==> config.mk <==
export PLATFORM = sky130hd
export DESIGN_NAME = fetch_stage
export DESIGN_NICKNAME = d
export VERILOG_FILES = /design/src/rtl/fetch_stage_pkg.sv /design/src/rtl/fetch_stage_if_id_reg.sv /design/src/rtl/fetch_stage.sv
export SDC_FILE = /design/constraint.sdc
export NUM_CORES = 1
export LEC_CHECK = 0
export CAP_MARGIN = 20
export CORE_MARGIN = 2
export CORE_UTILIZATION = 31
export CTS_BUF_LIST = sky130_fd_sc_hd__clkbuf_8
export DETAILED_ROUTE_END_ITERATION = 8
export PLACE_DENSITY = 0.6
export REMOVE_ABC_BUFFERS = 1
export SYNTH_ARGS = -nofsm -noshare
export SYNTH_HDL_FRONTEND = slang
export SYNTH_SLANG_ARGS = --single-unit
==> constraint.sdc <==
create_clock -name clk -period 4.25 [get_ports clk]
set_input_delay 0.425 -clock clk [delete_from_list [all_inputs] [get_ports clk]]
set_output_delay 0.425 -clock clk [all_outputs]
set_load 0.02 [all_outputs]
==> src/rtl/fetch_stage_pkg.sv <==
// Shared CPU definitions for the fetch front end: word type, fetch FSM
// states and the architectural reset/bubble constants.
package fetch_stage_pkg;

   typedef logic [31:0] word_t;

   typedef enum logic {
      FETCH = 1'b0,
      HELD  = 1'b1
   } fetch_state_t;

   localparam word_t RESET_PC_DEF  = 32'h0000_0000;
   localparam word_t NOP_INSTR_DEF = 32'h0000_0000;

   function automatic word_t word_align(input word_t addr);
      return addr & ~32'h0000_0003;
   endfunction

endpackage

==> src/rtl/fetch_stage_if_id_reg.sv <==
// IF/ID pipeline register. Priority: reset, then hold, then bubble, then load.
module if_id_reg
   import fetch_stage_pkg::*;
#(
   parameter word_t NOP_INSTR = NOP_INSTR_DEF
) (
   input  logic        clk,
   input  logic        reset,
   input  logic        hold,
   input  logic        bubble,
   input  logic [31:0] load_pc,
   input  logic [31:0] load_instr,
   output logic [31:0] pc,
   output logic [31:0] pc_plus4,
   output logic [31:0] instr,
   output logic        valid
);

   always_ff @(posedge clk) begin
      if (reset || (!hold && bubble)) begin
         pc       <= 32'h0000_0000;
         pc_plus4 <= 32'h0000_0000;
         instr    <= NOP_INSTR;
         valid    <= 1'b0;
      end else if (!hold) begin
         pc       <= load_pc;
         pc_plus4 <= load_pc + 32'd4;
         instr    <= load_instr;
         valid    <= 1'b1;
      end
   end

endmodule

==> src/rtl/fetch_stage.sv <==
// Instruction fetch: PC, imem request handshake, one-entry hold buffer for a
// word returned during a stall, and the IF/ID register feeding decode.
module fetch_stage
   import fetch_stage_pkg::*;
#(
   parameter word_t RESET_PC  = RESET_PC_DEF,
   parameter word_t NOP_INSTR = NOP_INSTR_DEF
) (
   input  logic        clk,
   input  logic        reset,
   input  logic        stall,
   input  logic        flush,
   input  logic        branch_taken,
   input  logic [31:0] branch_target,
   input  logic        jr,
   input  logic [31:0] jr_target,
   output logic        imem_req,
   output logic [31:0] imem_addr,
   input  logic [31:0] imem_rdata,
   input  logic        imem_ready,
   output logic [31:0] pc_ID,
   output logic [31:0] pc_plus4_ID,
   output logic [31:0] instr_ID,
   output logic        valid_ID
);

   // Handshake: imem_req/imem_addr depend only on state and stay stable
   // until a cycle with imem_ready=1 completes the transfer.

   fetch_state_t state, state_next;

   word_t pc, pc_next;
   logic  pend, pend_next;
   word_t pend_target, pend_target_next;
   word_t hold_word, hold_pc;
   logic  hold_we;

   logic  ifid_hold, ifid_bubble;
   word_t ifid_pc, ifid_instr;

   logic  redirect;
   word_t redirect_target;

   assign redirect        = !stall && (branch_taken || jr);
   assign redirect_target = word_align(jr ? jr_target : branch_target);
   assign imem_addr       = pc;

   always_ff @(posedge clk) begin
      if (reset) state <= FETCH;
      else       state <= state_next;
   end

   always_comb begin
      state_next = state;
      case (state)
         FETCH: if (imem_ready && stall && !pend) state_next = HELD;
         HELD:  if (!stall) state_next = FETCH;
         default: state_next = FETCH;
      endcase
   end

   always_comb begin
      imem_req         = 1'b0;
      ifid_hold        = 1'b0;
      ifid_bubble      = 1'b0;
      ifid_pc          = pc;
      ifid_instr       = imem_rdata;
      pc_next          = pc;
      pend_next        = pend;
      pend_target_next = pend_target;
      hold_we          = 1'b0;
      case (state)
         FETCH: begin
            imem_req = !reset;
            if (imem_ready) begin
               if (redirect) begin
                  pc_next     = redirect_target;
                  pend_next   = 1'b0;
                  ifid_bubble = 1'b1;
               end else if (pend) begin
                  // Word at the stale address is discarded.
                  pc_next     = pend_target;
                  pend_next   = 1'b0;
                  ifid_hold   = stall;
                  ifid_bubble = !stall;
               end else if (stall) begin
                  hold_we   = 1'b1;
                  pc_next   = pc + 32'd4;
                  ifid_hold = 1'b1;
               end else begin
                  pc_next     = pc + 32'd4;
                  ifid_bubble = flush;
               end
            end else if (redirect) begin
               pend_next        = 1'b1;
               pend_target_next = redirect_target;
               ifid_bubble      = 1'b1;
            end else begin
               ifid_hold   = stall;
               ifid_bubble = !stall;
            end
         end
         HELD: begin
            if (stall) begin
               ifid_hold = 1'b1;
            end else if (redirect) begin
               pc_next     = redirect_target;
               ifid_bubble = 1'b1;
            end else if (flush) begin
               // Refetch the squashed buffered instruction.
               pc_next     = hold_pc;
               ifid_bubble = 1'b1;
            end else begin
               ifid_pc    = hold_pc;
               ifid_instr = hold_word;
            end
         end
         default: ifid_hold = 1'b1;
      endcase
   end

   always_ff @(posedge clk) begin
      if (reset) begin
         pc          <= RESET_PC;
         pend        <= 1'b0;
         pend_target <= 32'h0000_0000;
         hold_word   <= 32'h0000_0000;
         hold_pc     <= 32'h0000_0000;
      end else begin
         pc          <= pc_next;
         pend        <= pend_next;
         pend_target <= pend_target_next;
         if (hold_we) begin
            hold_word <= imem_rdata;
            hold_pc   <= pc;
         end
      end
   end

   if_id_reg #(
      .NOP_INSTR(NOP_INSTR)
   ) u_if_id_reg (
      .clk       (clk),
      .reset     (reset),
      .hold      (ifid_hold),
      .bubble    (ifid_bubble),
      .load_pc   (ifid_pc),
      .load_instr(ifid_instr),
      .pc        (pc_ID),
      .pc_plus4  (pc_plus4_ID),
      .instr     (instr_ID),
      .valid     (valid_ID)
   );

endmodule

Word-level counts from Yosys, hierarchy flattened --
Cells that the tools add are included.
Word-level totals: register bits after elaboration 225, output and inout port bits 130, word-level logic and storage cells 71
Cells by class: add/sub/neg operators 2, eq/ne operators 3, multiplexer cells 40, bitwise gates (word level) 2, reductions and logical operators 14
Operator list (count):
- 2-to-1 mux 32 bit | 15
- adder 32 x 3 -> 32 bit, second input constant | 2
- one-hot mux 32 bit (2 select lines) | 1
- 2-to-1 mux 1 bit | 21
- one-hot mux 1 bit (2 select lines) | 3
- AND reduction 3 bit | 2
- logical AND 1 bit | 4
- logical NOT 1 bit | 4
- != test 2 bit, second input constant | 2
- != test 3 x 2 -> 1 bit, second input constant | 1
- logical OR 1 bit | 2
- inverter 1 bit | 2
- AND reduction 2 bit | 1
- nonzero test 2 bit | 1

Logic depth before layout (Yosys ltp) --
Gate-level depths: netlist (run 1).
depth after elaboration 8, depth in mapped cells 14, depth with buffers taken out 10

Hierarchy --
Synthesis (run 1) repeated with hierarchy kept, for this count alone.
Second synthesis, totals: cells, all modules 1301, area total of the unflattened synthesis 11065.6 um^2
Modules (own cells, without submodules):
- fetch_stage | times used 1, cells each 900, area an instance 7181.9 um^2, seq. area each 2562.5 um^2
- if_id_reg | times used 1, cells each 401, area an instance 3883.7 um^2, seq. area each 1901.8 um^2

Least setup slack after synthesis (run 1) --
No wires, ideal clock.
path type input to register, start point in stall, end point reg u_if_id_reg.pc_plus4[18], setup time 0.062 ns, arrival 3.267 ns, required time 4.188 ns, slack 0.921 ns, cell stages on the path 13, path buffers 4, cell sequence buf_6 -> or4b_1 -> buf_4 -> nor2_8 -> buf_2 -> buf_2 -> nand2_1 -> nand2_1 -> ha_1 -> a21boi_0 -> nand2_1 -> or4_1 -> nand3_1
RTL lines:
- start, declared | line fetch_stage.sv:11 | input logic stall,
- logical NOT 1 bit | line fetch_stage.sv:44 | assign redirect = !stall && (branch_taken || jr);
- logical AND 1 bit | line fetch_stage.sv:44
- 2-to-1 mux 32 bit | line fetch_stage.sv:106 | end else if (redirect) begin
- 2-to-1 mux 32 bit * | line fetch_stage.sv:104 | if (stall) begin
- 2-to-1 mux 32 bit * | line fetch_stage.sv:72 | case (state)
- named net ifid_pc[3] | line fetch_stage.sv:39 | word_t ifid_pc, ifid_instr;
- adder 32 x 3 -> 32 bit * | line fetch_stage_if_id_reg.sv:27 | pc_plus4 <= load_pc + 32'd4;
- end signal, assigned | line fetch_stage_if_id_reg.sv:27
- end, declared | line fetch_stage_if_id_reg.sv:14 | output logic [31:0] pc_plus4,
The timed path passes the listed nets; every way through them passes the cells marked *. A chain may end at the register's enable or synchronous reset.

Worst setup path after layout (run 1) --
start point reg state, end point reg u_if_id_reg.pc_plus4[26]
RTL lines:
- start, declared | line fetch_stage.sv:30 | fetch_state_t state, state_next;
- start signal, assigned | line fetch_stage.sv:50 | else state <= state_next;
- 2-to-1 mux 32 bit | line fetch_stage.sv:72
- named net ifid_pc[2] | line fetch_stage.sv:39
- adder 32 x 3 -> 32 bit | line fetch_stage_if_id_reg.sv:27
The timed path passes the listed nets, and every way through them passes these cells.

==> flow_summary_export.csv, run 1 <==
group,metric,value,unit
outcome,status,"finished clean",
route,remaining_drc_errors,0,
route,drt_iter0_drc,878,
grt,antenna_found_initial,1,
yosys,synth_area_per_cell,7.73,µm²
yosys,synthesis.instances,1424,
final_layout,syn_to_final_growth,31.3,%
power_and_ir_drop,power_density,362,nW/µm²
final_layout,fin_cells,2093,
yosys,yosys_warnings,0,
route,viasPerCell,5.27,
grt,grt_start_max_net_pins,106,
yosys,syn_area,11000,µm²
yosys,ys_async_sr_fraction,0,
yosys,synth-edff-count,0,
floorplan,core-area,35300,µm²
cts,cts_tree,"done",
critical_path,start_kind,"flop",
yosys,synth-compound-area-share,0.208,
timing,setup_violations,0,
yosys,synth_fa_ha_area_frac,0.00227,
grt,grt_use_total,0.204,
critical_path,critPathKind,"flop to flop",
flow_run,max_cap_violations,0,
final_layout,filler_cell_count,3635,
floorplan,die-area,37100,µm²
placement,placedCellCount,2024,
final_layout,antennaDiodeCount,0,
min_path,hold_class,"input port to flop",
route,antenna_left,0,
final_layout,fin_util,0.410,
final_layout,drive_above_1_share,0.0692,
floorplan,start_util,0.312,
yosys,ys_ff_latch,223,
final_layout,multi_input_area,6050,µm²
cts,ctsRootBufferMaster,"clkbuf_8",
final_layout,nNetsFinal,1710,
route,drt_wl_total,38.0,mm
route,wl_per_cell,18.2,µm
floorplan,die_width,192,µm
power_and_ir_drop,p_leak,5.04,nW
cts,post_cts_buffers,0,
floorplan,die_h,192,µm
placement,gp_congestion,0.914,
yosys,synth_seq_area_share,0.405,
yosys,synth_top_family_by_area,"simple AND/OR/NAND/NOR gates",
timing,finClkSkew,0.0152,ns
yosys,ys_types,69,
yosys,synth_simple_gate_area_frac,0.224,
cts,clock_latency,0.56,ns
timing,max_freq,316,MHz
timing,finalHoldViolCount,0,
critical_path,cp_data_arrival_time,3.58,ns
timing,report.final.slew_viol_count,0,
power_and_ir_drop,peakVddDrop,0.236,mV
cts,htree_levels,2,
timing,maxSlewHeadroom,0.328,
route,drt_first_pass_iters,5,
timing,grt_setup_unrepaired,"no",
floorplan,num_rows,69,
cts,cts-buffers-inserted,40,
final_layout,seq_area,4460,µm²
grt,first_global_vias,10750,
placement,portBuffers,228,
yosys,synth_xor_xnor_area_share,0.0223,
route,via_count,11036,
cts,cts_resized,0,
cts,clk_pin_slew,0.06,ns
grt,grt_pass1_wl,59.2,mm
cts,cts_sinks,223,
yosys,yosys_most_used_dff,"dfxtp_1",
placement,dpl.hpwl,26.6,mm
timing,fin_crit_sh,0.744,
floorplan,io_pins,233,
timing,min_period,3.16,ns
critical_path,cp-end-kind,"flop",
grt,grt_overflow,0,
critical_path,required,4.66,ns
cts,hold_buffers,0,
cts,clockBufferDepth,3,
yosys,muxShareOfSynthArea,0.0891,
critical_path,cp_max_fo,11,
timing,tightest_slew,1.01,ns
[power by group]
part           switching, W  internal (W)  leakage (nW)  total (W)
combinational      0.000491      0.000365          2.76   0.000856
clock              0.000916       0.00115         0.469    0.00206
sequential         0.000123       0.00219          1.82    0.00232
total               0.00153       0.00371          5.04    0.00524
[worst max-delay path, stage by stage, from the launching register on]
cell and delay [ns]:
dfxtp_1 0.59, or4b_1 0.60, nor2_8 0.17, mux2_2 0.18, ha_1 0.32, a21boi_0 0.67, o211ai_1 0.22, xnor2_1 0.18
o21ai_0 0.08
[cells by family after synthesis]
group                      after synthesis
and+or+nand+nor                        560
AOI/OAI and AO/OA                      383
DFF                                    223
buffers and inverters                  131
muxes                                   97
xor gates and xnor gates                28
adders and majority gates                2
[metal layers]
metal / part of all wire / GRT usage
met1: 0.43 / 0.263
met2: 0.47 / 0.341
met3: 0.079 / 0.0469
met4: 0.018 / 0.0546
met5: 0.00034 / 0
[final timing paths]
| path | from | to | slack, ns | cells past startpoint |
|---|---|---|---|---|
| min | reset | hold_word[27]$_SDFFE_PP0P_ | 0.34 | 2 |
| max reg2reg | state$_SDFF_PP0_ | u_if_id_reg.pc_plus4[26]$_SDFFE_PP0P_ | 1.09 | 8 |
| min reg2reg | u_if_id_reg.pc[15]$_SDFFE_PP0P_ | u_if_id_reg.pc[15]$_SDFFE_PP0P_ | 0.45 | 2 |
| max | state$_SDFF_PP0_ | u_if_id_reg.pc_plus4[26]$_SDFFE_PP0P_ | 1.09 | 8 |
[layout by cell type, fill, tap and decap left out, types with 16 or more instances in the layout]
cell type and count:
xnor2_1 19, o211ai_1 16, dfxtp_1 223, inv_1 22, clkbuf_8 52, and3_1 17, a21oi_1 193, mux2i_1 92
nor3_1 19, buf_4 34, nand4_1 16, nand3_1 54, a211oi_1 45, nand2_1 223, nor2_1 184, o21ai_0 64
clkdlybuf4s50_1 225
[Yosys cell counts (3+ instances only)]
master,count,area (µm²)
nand2_1,223,837
and4_1,5,43.8
clkbuf_1,87,327
nor4_1,6,37.5
a2111oi_0,5,43.8
a211oi_1,45,338
mux2i_1,92,921
nand3_1,55,275
buf_1,10,37.5
or3_1,4,25.0
buf_2,19,95.1
o21a_1,6,45.0
xnor2_1,19,166
nand2b_1,4,25.0
buf_4,5,37.5
or4_1,3,22.5
a21o_1,4,30.0
nor2_1,184,691
o211ai_1,16,120
nand4_1,16,100
o31ai_1,4,30.0
a311oi_1,3,26.3
a21oi_1,193,966
a32o_1,3,30.0
a31oi_1,9,56.3
inv_1,9,33.8
xor2_1,9,78.8
o21ai_0,64,320
dfxtp_1,223,4460
and3_1,18,113
nor3_1,20,100
nor4b_1,4,35.0
and2_1,8,50.1
o2111ai_1,4,35.0
[per-stage QoR]
stage                     instance area (µm²)  setup WS, ns  setup TNS [ns]  hold WS, ns  total power [W]
final                                   14500          1.09               0        0.343          0.00524
after global routing                    14500         0.901               0        0.350          0.00547
after CTS                               14500          1.13               0        0.323          0.00529
after detailed placement                13700         0.613               0        0.446          0.00322
after global placement                  13700         0.656               0        0.441          0.00320
after floorplan                         10500         -2.80         -216.20        0.430          0.00276
[cell type report]
| cell class | count | share of cell area |
|---|---|---|
| multi-input cells | 1070 | 0.418 |
| flip-flops and latches | 223 | 0.309 |
| repair buffers | 261 | 0.175 |
| clock buffers | 52 | 0.0495 |
| well taps | 461 | 0.0399 |
| clock inverters | 17 | 0.00649 |
| inverters | 9 | 0.00234 |
[state kept, by name, indices dropped and copies added, names as in the netlist]
name                  cells
u_if_id_reg.pc_plus4     30
u_if_id_reg.instr        32
pend                      1
u_if_id_reg.pc           32
state                     1
imem_addr                32
u_if_id_reg.valid         1
hold_word                32
pend_target              30
hold_pc                  32
Note: power is estimated with default switching activity, not from simulation.
==> inputs of run 2 (changes only) <==
clock period = 3.15 ns   (was 4.25 ns; I/O delays follow)
==> run 2 against run 1 <==
Net effect: final cell count rose by 1.8%; critical path type unchanged; hold slack got worse by 0.13 ns; first-iteration DRC count down 16%; largest power group unchanged.
==> flow_summary_export.csv, run 2 (synthesized netlist as in run 1, its figures left out) <==
group,metric,value,unit
route,drt_iter0_drc,739,
cts,clock_latency,0.56,ns
route,wl_per_cell,17.9,µm
cts,htree_levels,2,
route,remaining_drc_errors,0,
timing,tns,0,ns
outcome,status,"finished clean",
timing,fin_ws,0.296,ns
critical_path,critPathKind,"flop to flop",
route,via_count,11204,
timing,grt_setup_unrepaired,"no",
grt,grt_start_max_net_pins,110,
timing,whs,0.210,ns
final_layout,final_common_cell,"clkdlybuf4s50_1",
grt,met1_usage,0.260,
route,antenna_left,0,
cts,cts-buffers-inserted,40,
power_and_ir_drop,peakVddDrop,0.363,mV
final_layout,stdcell_area,14700,µm²
grt,first_global_vias,10601,
final_layout,drive_above_1_share,0.0869,
timing,finalHoldViolCount,0,
timing,min_period,2.85,ns
floorplan,start_util,0.312,
placement,dpl_cell_area,14000,µm²
critical_path,cp-end-kind,"flop",
grt,grt_use_total,0.202,
final_layout,layout_common_cells,"clkdlybuf4s50_1, nand2_1, dfxtp_1, a21oi_1, nor2_1",
placement,gp_congestion,0.899,
final_layout,nNetsFinal,1751,
floorplan,die_h,192,µm
cts,cts_tree,"done",
critical_path,start_kind,"flop",
power_and_ir_drop,p_leak,5.23,nW
grt,antenna_found_initial,2,
floorplan,core-area,35300,µm²
grt,grt_pass1_wl,58.5,mm
flow_run,max_cap_violations,0,
route,drt_first_pass_iters,5,
timing,setup_violations,0,
placement,portBuffers,228,
grt,grt_overflow,0,
timing,fin_crit_sh,0.906,
floorplan,num_rows,69,
final_layout,syn_to_final_growth,33.6,%
critical_path,cp_max_fo,23,
min_path,hold_class,"input port to flop",
cts,cts_resized,0,
route,viasPerCell,5.26,
floorplan,io_pins,233,
timing,report.final.slew_viol_count,0,
grt,grt.busiest_layer,"met2",
timing,max_freq,350,MHz
floorplan,die-area,37100,µm²
cts,hold_buffers,0,
cts,clockBufferDepth,3,
cts,ctsRootBufferMaster,"clkbuf_8",
route,drt_wl_total,38.2,mm
cts,clk_pin_slew,0.06,ns
grt,grt_use_met2,0.332,
grt,use_met3,0.0522,
critical_path,required,3.60,ns
timing,tightest_slew,1.06,ns
cts,post_cts_buffers,0,
placement,dpl.hpwl,27.3,mm
timing,finClkSkew,0.0246,ns
critical_path,cp_data_arrival_time,3.31,ns
power_and_ir_drop,power_density,464,nW/µm²
timing,maxSlewHeadroom,0.291,
floorplan,die_width,192,µm
final_layout,fin_util,0.417,
cts,cts_sinks,223,
placement,dp_slack,-0.125,ns
==> run 2: cell count changes in the layout (fill, tap and decap cells not counted), sizes merged <==
cell,change
buf,+41
bufinv,-1
inv,+5
diode,+1
clkinv,-2
clkbuf,-6
==> run 2: final timing paths <==
path                                   start                                     to  slack [ns]  cells past startpoint
max                         state$_SDFF_PP0_  u_if_id_reg.pc_plus4[25]$_SDFFE_PP0P_        0.30                      7
min                                    reset                hold_pc[9]$_SDFFE_PP0P_        0.21                      2
max reg2reg                 state$_SDFF_PP0_  u_if_id_reg.pc_plus4[25]$_SDFFE_PP0P_        0.30                      7
min reg2reg  u_if_id_reg.pc[15]$_SDFFE_PP0P_        u_if_id_reg.pc[15]$_SDFFE_PP0P_        0.45                      2
==> run 2: cell type report <==
type | instances | area [µm²]
Tap cell | 461 | 577
Antenna cell | 1 | 2.50
Inverter | 9 | 33.8
Fill cell | 3628 | 20600
Clock inverter | 19 | 72.6
Timing Repair Buffer | 302 | 2880
Clock buffer | 46 | 633
Multi-Input combinational cell | 1070 | 6050
Sequential cell | 223 | 4460
==> run 2: through the flow <==
stage,cells,power [W]
2_1_floorplan,1302,0.00372
3_3_place_gp,2065,0.00438
3_5_place_dp,2065,0.00439
4_1_cts,2130,0.00692
5_1_grt,2130,0.00716
6_report,2131,0.00683
==> run 2: worst max-delay path: stages (launching register included) <==
cell	delay, ns
dfxtp_1	0.34
buf_4	0.28
nor4b_4	0.61
nand4_1	0.43
nand2_1	0.20
o2111ai_1	0.20
or3_1	0.42
a32o_1	0.25
==> run 2: report_power, final <==
group,switching [W],total (W),internal (W)
registers,0.000112,0.00307,0.00296
logic,0.000724,0.00127,0.000542
clock network,0.00118,0.00249,0.00131
==> run 2: metal layers <==
metal,up-vias,part of all wire
met1,5271,0.43
met4,2,0.019
met5,-,0.00034
met2,401,0.46
met3,67,0.085
li1,5463,-
==> inputs of run 3 (changes only) <==
CORE_UTILIZATION = 53   (was 31)
PLACE_DENSITY = 0.9   (was 0.6)
==> run 3 against run 2 <==
Net effect: clock power up 18%; combinational power barely moved; largest cell class unchanged; via count rose by 5.1%; hold slack got worse by 0.11 ns; critical path type unchanged; maximum frequency increased by 0.47%; total power up 6.4%; register-to-register slack barely moved; non-clock buffer count fell by 9; sequential power hardly changed; critical path depth increased by 1; sequential share of layout area grew 0.36 points; global-route usage is 12 points higher.
==> flow_summary_export.csv, run 3 (synthesized netlist as in run 1, its figures left out) <==
group,metric,value,unit
route,wl_per_cell,18.9,µm
route,remaining_drc_errors,0,
critical_path,cp_max_fo,6,
cts,cts_tree,"done",
placement,gp_congestion,0.930,
placement,dpl_cell_area,13700,µm²
flow_run,max_cap_violations,0,
timing,setup_violations,0,
final_layout,fin_util,0.716,
floorplan,io_pins,233,
grt,grt_use_total,0.323,
floorplan,die-area,21900,µm²
timing,max_freq,352,MHz
outcome,status,"finished clean",
timing,finalHoldViolCount,0,
timing,min_period,2.84,ns
cts,cts_sinks,223,
route,viasPerCell,6.08,
route,drt_wl_total,36.6,mm
critical_path,required,3.57,ns
placement,portBuffers,228,
critical_path,start_kind,"flop",
critical_path,crit_family,"compound AO/OA/AOI/OAI gates",
critical_path,cp.buffers_inverters,0,
final_layout,syn_to_final_growth,32.0,%
cts,clk_pin_slew,0.06,ns
cts,clockBufferDepth,3,
critical_path,cp-end-kind,"flop",
floorplan,num_rows,52,
power_and_ir_drop,p_leak,5.22,nW
route,drt_first_pass_iters,7,
grt,antenna_found_initial,2,
final_layout,nNetsFinal,1740,
cts,htree_levels,2,
final_layout,stdcell_area,14500,µm²
grt,grt_overflow,0,
floorplan,die_width,148,µm
floorplan,core-area,20300,µm²
route,antenna_left,0,
cts,post_cts_buffers,0,
min_path,hold_class,"input port to flop",
power_and_ir_drop,power_density,499,nW/µm²
timing,grt_setup_unrepaired,"no",
grt,grt_start_max_net_pins,96,
timing,maxSlewHeadroom,0.348,
critical_path,cp_slowest_cell,"a21boi_0",
final_layout,final_common_cell,"clkdlybuf4s50_1",
cts,ctsRootBufferMaster,"clkbuf_8",
grt,first_global_vias,11325,
critical_path,max_stage_delay,0.63,ns
floorplan,start_util,0.543,
critical_path,cp_data_arrival_time,3.26,ns
final_layout,filler_cell_count,1599,
timing,tightest_slew,0.979,ns
cts,cts_resized,0,
route,drt_iter0_drc,954,
power_and_ir_drop,peakVddDrop,0.288,mV
timing,fin_crit_sh,0.902,
final_layout,drive_above_1_share,0.0889,
final_layout,layout_common_cells,"clkdlybuf4s50_1, nand2_1, dfxtp_1, a21oi_1, nor2_1",
timing,finClkSkew,0.0259,ns
timing,report.final.slew_viol_count,0,
cts,clock_latency,0.55,ns
critical_path,critPathKind,"flop to flop",
floorplan,die_h,148,µm
placement,dpl.hpwl,25.2,mm
grt,grt_pass1_wl,57.5,mm
cts,cts-buffers-inserted,38,
cts,hold_buffers,0,
critical_path,path_cells,"or4b_1 -> nor2_8 -> mux2_2 -> ha_1 -> a21boi_0 -> o211ai_1 -> xnor2_1 -> o21ai_0",
route,via_count,11770,
[run 3: cell count changes in the layout (fill, tap and decap cells not counted)]
cell | before | now
buf_4 | 72 | 64
inv_1 | 27 | 19
clkinv_2 | 1 | 6
bufinv_16 | 0 | 4
inv_6 | 0 | 2
buf_12 | 4 | 3
clkbuf_8 | 46 | 47
[run 3: final cells by class]
cell class | instances | area, µm² | area share
timing repair buffer | 293 | 2800 | 0.192
inverter | 9 | 33.8 | 0.00232
clock buffer | 47 | 647 | 0.0445
clock inverter | 22 | 205 | 0.0141
antenna | 1 | 2.50 | 0.000172
sequential | 223 | 4460 | 0.307
tap | 270 | 338 | 0.0232
multi-input combinational | 1070 | 6050 | 0.416
[run 3: where the power goes]
group	switching, W	internal (W)	total (W)
registers	0.000129	0.00296	0.00309
clock network	0.00124	0.00169	0.00293
logic	0.000719	0.000530	0.00125
[run 3: worst reg2reg max path, cell delays in order (launching register included)]
cell	delay [ns]
dfxtp_1	0.38
or4b_1	0.57
nor2_8	0.16
mux2_2	0.18
ha_1	0.22
a21boi_0	0.63
o211ai_1	0.25
xnor2_1	0.23
o21ai_0	0.09
[run 3: layer usage]
layer	global-route usage	routed length (µm)	vias up
met5	0	11	-
met4	0.146	1500	2
met3	0.0709	3990	133
met2	0.538	17100	708
met1	0.400	14000	5485
li1	-	-	5442
[run 3: path summary, 6_finish.rpt]
path,startpoint,to,slack (ns),cells past startpoint
setup / recovery,state$_SDFF_PP0_,u_if_id_reg.pc_plus4[26]$_SDFFE_PP0P_,0.31,8
setup reg to reg,state$_SDFF_PP0_,u_if_id_reg.pc_plus4[26]$_SDFFE_PP0P_,0.31,8
hold reg to reg,u_if_id_reg.pc[14]$_SDFFE_PP0P_,u_if_id_reg.pc[14]$_SDFFE_PP0P_,0.45,2
hold / removal,stall,state$_SDFF_PP0_,0.1,3
[run 3: per-stage QoR]
| stage | cells | setup WS [ns] | TNS, ns | total power (W) | hold WS [ns] |
|---|---|---|---|---|---|
| after floorplan | 1302 | -3.90 | -340.29 | 0.00372 | 0.384 |
| after global placement | 1865 | 0.0132 | 0 | 0.00432 | 0.441 |
| after detailed placement | 1865 | -0.0866 | -0.118 | 0.00436 | 0.448 |
| after CTS | 1934 | 0.360 | 0 | 0.00724 | 0.0730 |
| after global routing | 1934 | 0.183 | 0 | 0.00750 | 0.0812 |
| final | 1935 | 0.309 | 0 | 0.00726 | 0.0965 |
